<file path="config.mk">
export PLATFORM = sky130hd
export DESIGN_NAME = button_conditioner
export DESIGN_NICKNAME = d
export VERILOG_FILES = /design/src/rtl/button_conditioner.sv
export SDC_FILE = /design/constraint.sdc
export NUM_CORES = 1
export LEC_CHECK = 0
export ABC_CLOCK_PERIOD_IN_PS = 3400
export BUFFER_PORTS_ARGS = -buffer_cell sky130_fd_sc_hd__buf_2
export CORE_MARGIN = 3
export CORE_UTILIZATION = 50
export DETAILED_ROUTE_END_ITERATION = 16
export PLACE_DENSITY = 0.78
export SLEW_MARGIN = 40
export SYNTH_ARGS = -nofsm -noshare
export SYNTH_HDL_FRONTEND = slang
export SYNTH_HIERARCHICAL = 1
export SYNTH_SLANG_ARGS = --single-unit
</file>
<file path="constraint.sdc">
create_clock -name clk_12MHz -period 3.4 [get_ports clk_12MHz]
set_clock_uncertainty 0.2 [all_clocks]
set_input_delay 0.68 -clock clk_12MHz [delete_from_list [all_inputs] [get_ports clk_12MHz]]
set_output_delay 0.68 -clock clk_12MHz [all_outputs]
set_load 0.01 [all_outputs]
</file>
<file path="src/rtl/button_conditioner.sv">
// Button front end: 2-flop sync + debounce per button, move strobe with hold-to-repeat, fire strobe.
// Levels lag raw by DEBOUNCE_CYCLES+1 edges after first sample; strobes follow one cycle later. No backpressure.

module button_channel #(
  parameter int DEBOUNCE_CYCLES = 120000
) (
  input  logic clk_12MHz,
  input  logic reset,
  input  logic raw,
  output logic level
);

  localparam int CW = (DEBOUNCE_CYCLES > 2) ? $clog2(DEBOUNCE_CYCLES) : 1;
  localparam logic [CW-1:0] CNT_LAST = CW'(DEBOUNCE_CYCLES - 1);

  logic          s1;
  logic          s2;
  logic [CW-1:0] cnt;

  // Counter only runs while the synchronised input disagrees with the accepted level
  always_ff @(posedge clk_12MHz) begin
    if (reset) begin
      s1    <= 1'b0;
      s2    <= 1'b0;
      cnt   <= '0;
      level <= 1'b0;
    end else begin
      s1 <= raw;
      s2 <= s1;
      if (s2 == level) begin
        cnt <= '0;
      end else if (cnt == CNT_LAST) begin
        level <= ~level;
        cnt   <= '0;
      end else begin
        cnt <= cnt + CW'(1);
      end
    end
  end

endmodule

module button_conditioner #(
  parameter int DEBOUNCE_CYCLES = 120000,
  parameter int REPEAT_DELAY    = 3600000,
  parameter int REPEAT_RATE     = 1200000
) (
  input  logic clk_12MHz,
  input  logic reset,
  input  logic left_raw,
  input  logic right_raw,
  input  logic fire_raw,
  output logic left_debounced,
  output logic right_debounced,
  output logic fire_debounced,
  output logic move_enable,
  output logic fire_pulse
);

  localparam int RMAX = (REPEAT_DELAY > REPEAT_RATE) ? REPEAT_DELAY : REPEAT_RATE;
  localparam int RW   = (RMAX > 2) ? $clog2(RMAX) : 1;
  localparam logic [RW-1:0] DELAY_LAST = RW'(REPEAT_DELAY - 1);
  localparam logic [RW-1:0] RATE_LAST  = RW'(REPEAT_RATE - 1);

  typedef enum logic [1:0] {
    IDLE   = 2'd0,
    DELAY  = 2'd1,
    REPEAT = 2'd2
  } state_t;

  state_t        state;
  state_t        state_n;
  logic [RW-1:0] rcnt;
  logic [RW-1:0] rcnt_n;
  logic          pulse_n;
  logic          left_prev;
  logic          right_prev;
  logic          fire_prev;
  logic          held;
  logic          press;

  button_channel #(.DEBOUNCE_CYCLES(DEBOUNCE_CYCLES)) u_left (
    .clk_12MHz (clk_12MHz),
    .reset     (reset),
    .raw       (left_raw),
    .level     (left_debounced)
  );

  button_channel #(.DEBOUNCE_CYCLES(DEBOUNCE_CYCLES)) u_right (
    .clk_12MHz (clk_12MHz),
    .reset     (reset),
    .raw       (right_raw),
    .level     (right_debounced)
  );

  button_channel #(.DEBOUNCE_CYCLES(DEBOUNCE_CYCLES)) u_fire (
    .clk_12MHz (clk_12MHz),
    .reset     (reset),
    .raw       (fire_raw),
    .level     (fire_debounced)
  );

  assign held  = left_debounced | right_debounced;
  // A same-cycle left->right swap keeps held high and shows up here as a press
  assign press = (left_debounced & ~left_prev) | (right_debounced & ~right_prev);

  always_comb begin
    state_n = state;
    rcnt_n  = rcnt;
    pulse_n = 1'b0;
    case (state)
      IDLE: begin
        if (press) begin
          pulse_n = 1'b1;
          rcnt_n  = '0;
          state_n = DELAY;
        end
      end
      DELAY: begin
        if (!held) begin
          state_n = IDLE;
        end else if (press) begin
          pulse_n = 1'b1;
          rcnt_n  = '0;
        end else if (rcnt == DELAY_LAST) begin
          pulse_n = 1'b1;
          rcnt_n  = '0;
          state_n = REPEAT;
        end else begin
          rcnt_n = rcnt + RW'(1);
        end
      end
      REPEAT: begin
        if (!held) begin
          state_n = IDLE;
        end else if (press) begin
          pulse_n = 1'b1;
          rcnt_n  = '0;
          state_n = DELAY;
        end else if (rcnt == RATE_LAST) begin
          pulse_n = 1'b1;
          rcnt_n  = '0;
        end else begin
          rcnt_n = rcnt + RW'(1);
        end
      end
      default: begin
        state_n = IDLE;
        rcnt_n  = '0;
      end
    endcase
  end

  always_ff @(posedge clk_12MHz) begin
    if (reset) begin
      state       <= IDLE;
      rcnt        <= '0;
      move_enable <= 1'b0;
      fire_pulse  <= 1'b0;
      left_prev   <= 1'b0;
      right_prev  <= 1'b0;
      fire_prev   <= 1'b0;
    end else begin
      state       <= state_n;
      rcnt        <= rcnt_n;
      move_enable <= pulse_n;
      fire_pulse  <= fire_debounced & ~fire_prev;
      left_prev   <= left_debounced;
      right_prev  <= right_debounced;
      fire_prev   <= fire_debounced;
    end
  end

endmodule

</file>
# Yosys cells after proc, flatten, opt, wreduce, memory -nomap -nowiden
# Cells that the tools add are included.
totals:
  input_bits: 5
  reg_bits: 89
  wordCells: 83
classes:
  eq_ne: 15
  reduce_logical: 9
  add_sub_neg: 4
  n_bitwise: 14
  muxes: 22
op_table:
  columns: ["cell", "count"]
  rows:
  - ["$mux W22", 7]
  - ["$pmux W22 S3", 1]
  - ["$add A17 B1 Y17 const B", 3]
  - ["$eq A17 B17 Y1 const B", 3]
  - ["$add A22 B1 Y22 const B", 1]
  - ["$eq A22 B21 Y1 const B", 1]
  - ["$eq A22 B22 Y1 const B", 1]
  - ["$mux W2", 5]
  - ["$not A1 Y1", 9]
  - ["$reduce_or A3 Y1", 3]
  - ["$reduce_and A2 Y1", 4]
  - ["$mux W1", 7]
  - ["$ne A2 B2 Y1 const B", 3]
  - ["$ne A3 B3 Y1 const B", 2]
  - ["$pmux W2 S3", 1]
  - ["$and A1 B1 Y1", 3]
  - ["$eq A1 B1 Y1", 3]
  - ["$pmux W1 S3", 1]
  - ["$reduce_and A3 Y1", 1]
  - ["$eq A2 B1 Y1 const B", 1]
  - ["$eq A2 B2 Y1 const B", 1]
  - ["$logic_not A2 Y1", 1]
  - ["$or A1 B1 Y1", 2]

# Longest topological paths before layout
# Gate-level depths: netlist of run 1.
depth:
  word_depth: 6
  depth_mapped: 9
  depth_no_buf: 8

# By module
# Netlist of run 1, hierarchy kept.
modules_own_cells:
  columns: ["module", "seq_area_each_um2", "n_inst", "cells_per_inst", "area_each_um2"]
  rows:
  - ["button_channel", 400.4, 3, 97, 882.1]
  - ["button_conditioner", 580.6, 1, 201, 1604.0]

# Worst setup path before layout of run 1
# No wires, ideal clock.
synth_timing:
  kind: "register to register"
  from: "register rcnt[7]"
  to: "register rcnt[10]"
  required_ns: 3.083
  setup_slack_ns: 1.005
  path_stages_with_launch: 7
  setup_time_ns: 0.117
  path_buffers: 0
  arrival_time_ns: 2.079
  path_cell_list: "dfxtp_1 -> or4b_1 -> or4_4 -> o2111ai_1 -> nand2_2 -> a21o_1 -> a22o_1"
synth_between:
  elab_chain_cells: 5
  word_cells_on_any_way: 10
  classes_between: "1 x add/sub; 2 x eq/ne; 7 x mux"
synth_lines:
  columns: ["item", "line", "rtl"]
  rows:
  - ["start: declaration", "73", "logic [RW-1:0] rcnt;"]
  - ["start signal: assignment", "165", "rcnt <= rcnt_n;"]
  - ["$add A22 B1 Y22 (tied with other cells)", "130, 144", null]
  - ["$mux W22, on equally long branches", "140, 125", null]
  - ["$mux W22, on equally long branches", "136, 122", null]
  - ["$mux W22, on equally long branches", "134, 120", null]
  - ["$pmux W22 S3 *", "111", "case (state)"]
# Mark *: on every way between the ends. The rest lies on a longest branch, timed or not. The select of a mux whose other input is x is not followed.
# A chain may end at the register's enable or synchronous reset.

# Final worst setup path of run 1
# Ends and elaborated chain as after synthesis.

==> Implementation_results.wiki, run 1 <==
{| class="wikitable"
! Metric !! Value
|-
| Worst-case headroom to the max-slew limit || 59.07%
|-
| Number of enable flip-flop cells after synthesis || 0
|-
| Setup Buffers After CTS || 0
|-
| Maximum number of pins on one net before global-route repair || 26
|-
| Transition at the pin with the smallest max-transition slack || 0.6092 ns
|-
| Number of placed instances with taps included || 596
|-
| Combined area of all synthesized cells || 0.004250 sq mm
|-
| WS Path Type || reg -> reg
|-
| Tightest hold margin || 0.1870 ns
|-
| TNS Setup || 0 ns
|-
| Residual DRC || 0
|-
| Area of all placed cells without fillers || 0.004564 sq mm
|-
| Number of antenna violations at the first check in global routing || 0
|-
| Final antenna-violating net count || 0
|-
| Number of port buffers || 9
|-
| CP Data Required Time || 3.45 ns
|-
| Global-route wire length before repair || 14.18 mm
|-
| Minimum setup slack in the final design || 0.6651 ns
|-
| Final Max Tran Viols || 0
|-
| Proportion of layout cells with a drive suffix above 1 || 10.06%
|-
| Final critical-path share of the clock period || 80.44%
|-
| Non-filler cells in the finished layout || 612
|-
| HPWL after DPL || 5.649 mm
|-
| # rows || 33
|-
| Starting Density || 51.73%
|-
| Total of cells resized after clock tree synthesis || 0
|-
| DP Area || 0.004337 sq mm
|-
| Post-Place Worst Slack || 0.7242 ns
|-
| Launching element type of the critical path || flip-flop
|-
| Top-level I/O count || 10
|-
| Outcome || finished, final reports clean
|-
| GRT overflow || 0
|-
| Worst endpoint data arrival time || 2.79 ns
|-
| Via count of the routed design || 3424
|-
| Clock tree from TritonCTS || built
|-
| Crit path capture type || flip-flop
|-
| Post-Syn Nets || 505
|-
| Placeable Area || 0.008217 sq mm
|-
| Clock Sink Count || 89
|-
| Sequential-to-total area share from yosys stat || 41.92%
|-
| X dimension of the die || 98.20 um
|-
| Worst supply voltage drop on vdd || 0.2355 mV
|-
| Worst-path fanout max || 14
|-
| Routability cong. || 0.8691
|-
| GRT Resource Usage Total || 17.38%
|-
| Synth Instances || 492
|-
| Clock Pin Slew Worst Setup and Hold Paths || 0.09 ns
|-
| Final routed wirelength across all metal layers || 8.030 mm
|-
| Via density per instance || 5.595
|-
| Pwr Density || 412.5 mW/mm^2
|-
| Leakage power total || 1.398 nW
|-
| Number of hold-slack violations in the final timing report || 0
|-
| Routed len/inst || 13.12 um
|-
| Sum of internal, switching and leakage power || 1.883 mW
|-
| Maximum number of buffers from clock root to sink || 2
|-
| 1st-pass router iterations || 5
|-
| Count of inserted antenna diode cells || 0
|-
| Max Cap Viol || 0
|-
| Cell at the root of the clock tree || sky130_fd_sc_hd__clkbuf_8
|-
| Die height || 98.20 um
|-
| Fmax || 365.6 MHz
|-
| Die footprint || 0.009643 sq mm
|-
| H-tree lvl count || 3
|-
| Area grow syn2layout || 7.389%
|-
| Utilization of the core after routing || 55.55%
|-
| Flip-flop cell with the highest count after synthesis || sky130_fd_sc_hd__dfxtp_1
|-
| Average size of a mapped cell || 8.639 sq um
|-
| Clock latency of the later-clocked register in the worst-skew pair || 0.35 ns
|-
| Count of unique library cells instantiated by Yosys || 50
|-
| Total CTS buffers || 9
|-
| Vias in the first global route || 3232
|-
| Nets@finish || 515
|-
| Worst min path class || reg -> reg
|-
| Number of hold buffers added after cts || 0
|-
| Number of failing setup endpoints in the final timing report || 0
|-
| Minimum clock period after layout || 2.735 ns
|-
| Number of register bits inferred by synthesis || 89
|-
| First DRT Iteration DRCs || 235
|-
| Share of async-settable or async-resettable flops after synthesis || 0%
|-
| Number of warnings printed during yosys synthesis || 6
|-
| RSZ-0062 raised after global routing || no
|}
==> metal layers <==
metal | part of all wire, % | vias to the layer above | routed length [um] | GRT usage, %
li1 | - | 1753 | - | -
met1 | 46 | 1609 | 3702 | 21.77
met2 | 49 | 53 | 3896 | 28.95
met3 | 4.3 | 9 | 342 | 4.857
met4 | 1.1 | 0 | 89 | 5.777
met5 | 0 | - | 0 | 0
==> sequential cells by signal, indices dropped and copies added (netlist names), 2 cells and up <==
register / flops
rcnt: 22
u_fire/cnt: 17
u_left/cnt: 17
u_right/cnt: 17
state: 2
==> cells by family (layout without fill, tap and decap cells) <==
group,after synthesis,after routing,share of synthesized area (%)
AOI/OAI and AO/OA,72,72,11.16
xor gates and xnor gates,48,48,9.891
adders and majority gates,8,8,2.355
buffers and inverters,30,45,4.062
DFF,89,89,41.92
muxes,1,1,0.2649
and+or+nand+nor,244,244,30.35
==> critical path, stage by stage, from the launching register on <==
cell	delay, ns
sky130_fd_sc_hd__dfxtp_1	0.37
sky130_fd_sc_hd__or4b_1	0.54
sky130_fd_sc_hd__or4_4	0.54
sky130_fd_sc_hd__o2111ai_1	0.36
sky130_fd_sc_hd__nand2_2	0.25
sky130_fd_sc_hd__a21o_1	0.21
sky130_fd_sc_hd__a22o_1	0.16
==> cells in the mapped netlist, drive strengths merged, types with 2 or more instances <==
library cell / number / area, sq um
nor4b: 3 / 26.28
o2111ai: 2 / 17.52
a41oi: 5 / 43.79
inv: 18 / 67.56
dfxtp: 89 / 1782
nor3b: 3 / 22.52
nand3b: 2 / 15.01
a21oi: 20 / 100.1
nand3: 35 / 175.2
nand2b: 4 / 25.02
xor2: 6 / 52.55
nand4b: 2 / 17.52
nor3: 12 / 60.06
a211o: 2 / 17.52
xnor2: 42 / 367.9
buf: 8 / 90.09
or4: 4 / 33.78
nand2: 34 / 130.1
or2b: 2 / 15.01
nor4: 18 / 112.6
nand4: 14 / 106.4
and3: 4 / 25.02
a22oi: 2 / 15.01
or2: 6 / 45.05
and2: 3 / 18.77
nor2b: 14 / 87.58
or3: 7 / 43.79
clkbuf: 4 / 15.01
a31oi: 15 / 93.84
nor2: 74 / 300.3
o21ai: 19 / 128.9
ha: 8 / 100.1
==> worst paths after layout <==
check / start / end / slack [ns] / cells after the start
min: fire_prev / fire_pulse / 0.19 / 1
min reg2reg: fire_prev / fire_pulse / 0.19 / 1
max: rcnt[7] / rcnt[10] / 0.67 / 6
max reg2reg: rcnt[7] / rcnt[10] / 0.67 / 6
==> cells in the final DEF, fill, tap and decap left out, types with 10 or more instances in the layout <==
| cell | instances |
|---|---|
| sky130_fd_sc_hd__clkbuf_8 | 10 |
| sky130_fd_sc_hd__nand4_1 | 11 |
| sky130_fd_sc_hd__a31oi_1 | 15 |
| sky130_fd_sc_hd__nor4_1 | 18 |
| sky130_fd_sc_hd__o21ai_0 | 16 |
| sky130_fd_sc_hd__inv_1 | 18 |
| sky130_fd_sc_hd__xnor2_1 | 42 |
| sky130_fd_sc_hd__a21oi_1 | 20 |
| sky130_fd_sc_hd__nand2_1 | 33 |
| sky130_fd_sc_hd__nor2_1 | 65 |
| sky130_fd_sc_hd__nor2b_1 | 14 |
| sky130_fd_sc_hd__nand3_1 | 35 |
| sky130_fd_sc_hd__dfxtp_1 | 89 |
| sky130_fd_sc_hd__nor3_1 | 12 |
==> report_power, final <==
group          leakage, nW  switching [mW]  internal (mW)  total, mW
Sequential           0.718         0.00254           1.05       1.05
Clock                0.113           0.372          0.436      0.808
Combinational        0.568          0.0183        0.00832     0.0266
Total                 1.40           0.393           1.49       1.88
==> layout make-up <==
cell class	instances	area, sq um
Clock buffer	10	137.6
Tap cell	105	131.4
Inverter	18	67.56
Sequential cell	89	1782
Fill cell	763	3652
Timing Repair Buffer	11	60.06
Multi-Input combinational cell	373	2296
Clock inverter	6	90.09
Power figures use the tool's default switching activity.
==> run 2, diff against run 1 <==
--- a/config.mk
+++ b/config.mk
@@ -5,7 +5,7 @@
 export SDC_FILE = /design/constraint.sdc
 export NUM_CORES = 1
 export LEC_CHECK = 0
-export ABC_CLOCK_PERIOD_IN_PS = 3400
+export ABC_CLOCK_PERIOD_IN_PS = 2860
 export BUFFER_PORTS_ARGS = -buffer_cell sky130_fd_sc_hd__buf_2
 export CORE_MARGIN = 3
 export CORE_UTILIZATION = 50
==> constraint.sdc (replaced) <==
create_clock -name clk_12MHz -period 2.86 [get_ports clk_12MHz]
set_clock_uncertainty 0.2 [all_clocks]
set_input_delay 0.572 -clock clk_12MHz [delete_from_list [all_inputs] [get_ports clk_12MHz]]
set_output_delay 0.572 -clock clk_12MHz [all_outputs]
set_load 0.01 [all_outputs]
==> run 2 against run 1 <==
  * Combinational power grew 20%
  * Critical path depth is 1 higher
  * Flip-flop and latch count stayed put
  * Maximum frequency up 3.2%
  * Power increased by 15%
  * Clock-buffer cell count rose by 1
  * Sequential share of layout area grew 0.075 points
  * Sequential power is 19% higher
  * Wire length shrank 2.1%
  * Die area unchanged
  * First-iteration DRC count shrank 33%
  * Largest power group unchanged
==> Implementation_results.wiki, run 2 (same netlist as run 1, synthesis figures left out) <==
{| class="wikitable"
! Metric !! Value
|-
| Outcome || finished, final reports clean
|-
| Worst setup slack for register-to-register paths || 0.21 ns
|-
| Cell at the root of the clock tree || sky130_fd_sc_hd__clkbuf_8
|-
| Final routed wirelength across all metal layers || 7.858 mm
|-
| Most common cell after layout, fill and taps aside || sky130_fd_sc_hd__dfxtp_1
|-
| Nets@finish || 516
|-
| Total of cells resized after clock tree synthesis || 0
|-
| Fmax || 377.4 MHz
|-
| Crit path capture type || flip-flop
|-
| Worst supply voltage drop on vdd || 0.4230 mV
|-
| Area of all placed cells without fillers || 0.004556 sq mm
|-
| 1st-pass router iterations || 4
|-
| Worst setup startpoint || rcnt[7]
|-
| HPWL after DPL || 5.617 mm
|-
| Number of antenna violations at the first check in global routing || 0
|-
| Utilization of the core after routing || 55.44%
|-
| Endpoint of the most critical register-to-register path || rcnt[11]
|-
| Buffer and inverter count on the worst path || 1
|-
| Timing endpoint of the critical path || rcnt[11]
|-
| Critical-path top delay cell || sky130_fd_sc_hd__or4b_1
|-
| Clock Pin Slew Worst Setup and Hold Paths || 0.08 ns
|-
| Top-level I/O count || 10
|-
| Launching element type of the critical path || flip-flop
|-
| Largest register FFs || 22
|-
| Leakage power total || 1.386 nW
|-
| Residual DRC || 0
|-
| DP Area || 0.004344 sq mm
|-
| # rows || 33
|-
| Number of failing setup endpoints in the final timing report || 0
|-
| Number of hold buffers added after cts || 0
|-
| Final antenna-violating net count || 0
|-
| Clock latency of the later-clocked register in the worst-skew pair || 0.34 ns
|-
| Register with the most flip-flops || rcnt
|-
| RSZ-0062 raised after global routing || no
|-
| Transition at the pin with the smallest max-transition slack || 0.6089 ns
|-
| GRT Resource Usage Total || 17.61%
|-
| Area grow syn2layout || 7.183%
|-
| Die footprint || 0.009643 sq mm
|-
| Sum of met2 wire segment lengths after detailed routing || 3.816 mm
|-
| Final Max Tran Viols || 0
|-
| Delay contributed by the slowest stage of the critical path || 0.54 ns
|-
| Starting Density || 51.73%
|-
| Crit. path cell count || 7
|-
| Global-route wire length before repair || 14.28 mm
|-
| Count of inserted antenna diode cells || 0
|-
| Routability cong. || 0.8214
|-
| TNS Setup || 0 ns
|-
| Via density per instance || 5.614
|-
| X dimension of the die || 98.20 um
|-
| Clock tree from TritonCTS || built
|-
| Total CTS buffers || 9
|-
| Critical-path cell list || or4b_1, or4_4, o21ai_0, a21oi_1, buf_4, a41oi_1, a31oi_1
|-
| Minimum clock period after layout || 2.650 ns
|-
| WS Path Type || reg -> reg
|-
| Length of routed met3 wiring || 298 um
|-
| Crit Reg-Reg Startpoint || rcnt[7]
|-
| Setup Buffers After CTS || 0
|-
| Vias in the first global route || 3275
|-
| Placeable Area || 0.008217 sq mm
|-
| Worst-path fanout max || 14
|-
| Worst endpoint data arrival time || 2.68 ns
|-
| H-tree lvl count || 3
|-
| Routed len/inst || 12.86 um
|-
| Number of placed instances with taps included || 597
|-
| Via count of the routed design || 3430
|-
| Minimum setup slack in the final design || 0.2105 ns
|-
| GRT overflow || 0
|-
| Maximum number of buffers from clock root to sink || 2
|-
| Maximum number of pins on one net before global-route repair || 25
|-
| Number of port buffers || 9
|-
| Worst-case headroom to the max-slew limit || 59.09%
|-
| Max layer used || met4
|-
| First DRT Iteration DRCs || 158
|-
| Die height || 98.20 um
|-
| CP Data Required Time || 2.89 ns
|-
| Commonest cells after routing, fill and taps aside || 89 x sky130_fd_sc_hd__dfxtp_1, 65 x sky130_fd_sc_hd__nor2_1, 42 x sky130_fd_sc_hd__xnor2_1
|-
| Proportion of layout cells with a drive suffix above 1 || 9.881%
|-
| Clock Sink Count || 89
|-
| CP delay by family, top || simple AND/OR/NAND/NOR gates
|-
| Total of fill cells in the finished design || 751
|-
| Final critical-path share of the clock period || 92.64%
|-
| Depth of the most critical reg-to-reg path || 7
|-
| Pwr Density || 475.3 mW/mm^2
|-
| Max Cap Viol || 0
|-
| Non-filler cells in the finished layout || 611
|-
| Number of hold-slack violations in the final timing report || 0
|-
| Worst min path class || reg -> reg
|-
| Post-route met1 wirelength || 3.645 mm
|-
| Post-Place Worst Slack || 0.1648 ns
|}
==> run 2: changes by cell type in the layout (fill, tap and decap cells not counted) <==
| cell | delta |
|---|---|
| sky130_fd_sc_hd__clkinv_2 | -1 |
| sky130_fd_sc_hd__inv_6 | -1 |
| sky130_fd_sc_hd__clkbuf_8 | -1 |
| sky130_fd_sc_hd__o2111ai_1 | -2 |
| sky130_fd_sc_hd__clkbuf_1 | +2 |
| sky130_fd_sc_hd__clkinv_4 | -1 |
| sky130_fd_sc_hd__buf_4 | +1 |
| sky130_fd_sc_hd__o2111ai_2 | +2 |
==> run 2: report_power, final <==
group / switching [mW] / internal (mW)
combinational: 0.0211 / 0.0108
clock: 0.404 / 0.484
sequential: 0.00303 / 1.24
total: 0.428 / 1.74
==> run 2: layout make-up <==
type	instances	area [sq um]	share of cell area, %
Multi-Input combinational cell	373	2308	50.67
Sequential cell	89	1782	39.11
Clock buffer	11	131.4	2.884
Tap cell	105	131.4	2.884
Clock inverter	3	67.56	1.483
Timing Repair Buffer	12	67.56	1.483
Inverter	18	67.56	1.483
==> run 2: metal layers <==
metal / global-route usage, % / up-vias
met3: 5.071 / 7
li1: - / 1762
met1: 21.76 / 1607
met4: 5.567 / 0
met5: 0 / -
met2: 29.74 / 54
==> run 2: per-stage QoR <==
step	hold slack, ns	total power [mW]
CTS	0.1901	2.203
global placement	0.1762	1.307
detailed placement	0.1778	1.308
finish	0.1837	2.165
global route	0.2004	2.252
floorplan	0.1674	1.298
==> run 2: worst min path at each step <==
| stage | start | to | slack, ns | cells past startpoint |
|---|---|---|---|---|
| finish | fire_prev | fire_pulse | 0.18 | 1 |
| global route | fire_prev | fire_pulse | 0.20 | 1 |
| CTS | fire_prev | fire_pulse | 0.19 | 1 |
| detailed placement | fire_prev | fire_pulse | 0.18 | 1 |
| global placement | fire_prev | fire_pulse | 0.18 | 1 |
| floorplan | fire_prev | fire_pulse | 0.17 | 1 |
==> run 2: worst register-to-register path, delay by kind of cell, from the launching register on <==
kind / cells / cell delay (ns)
and+or+nand+nor: 2 / 1.09
DFF: 1 / 0.37
AOI/OAI and AO/OA: 4 / 0.68
buffers and inverters: 1 / 0.20
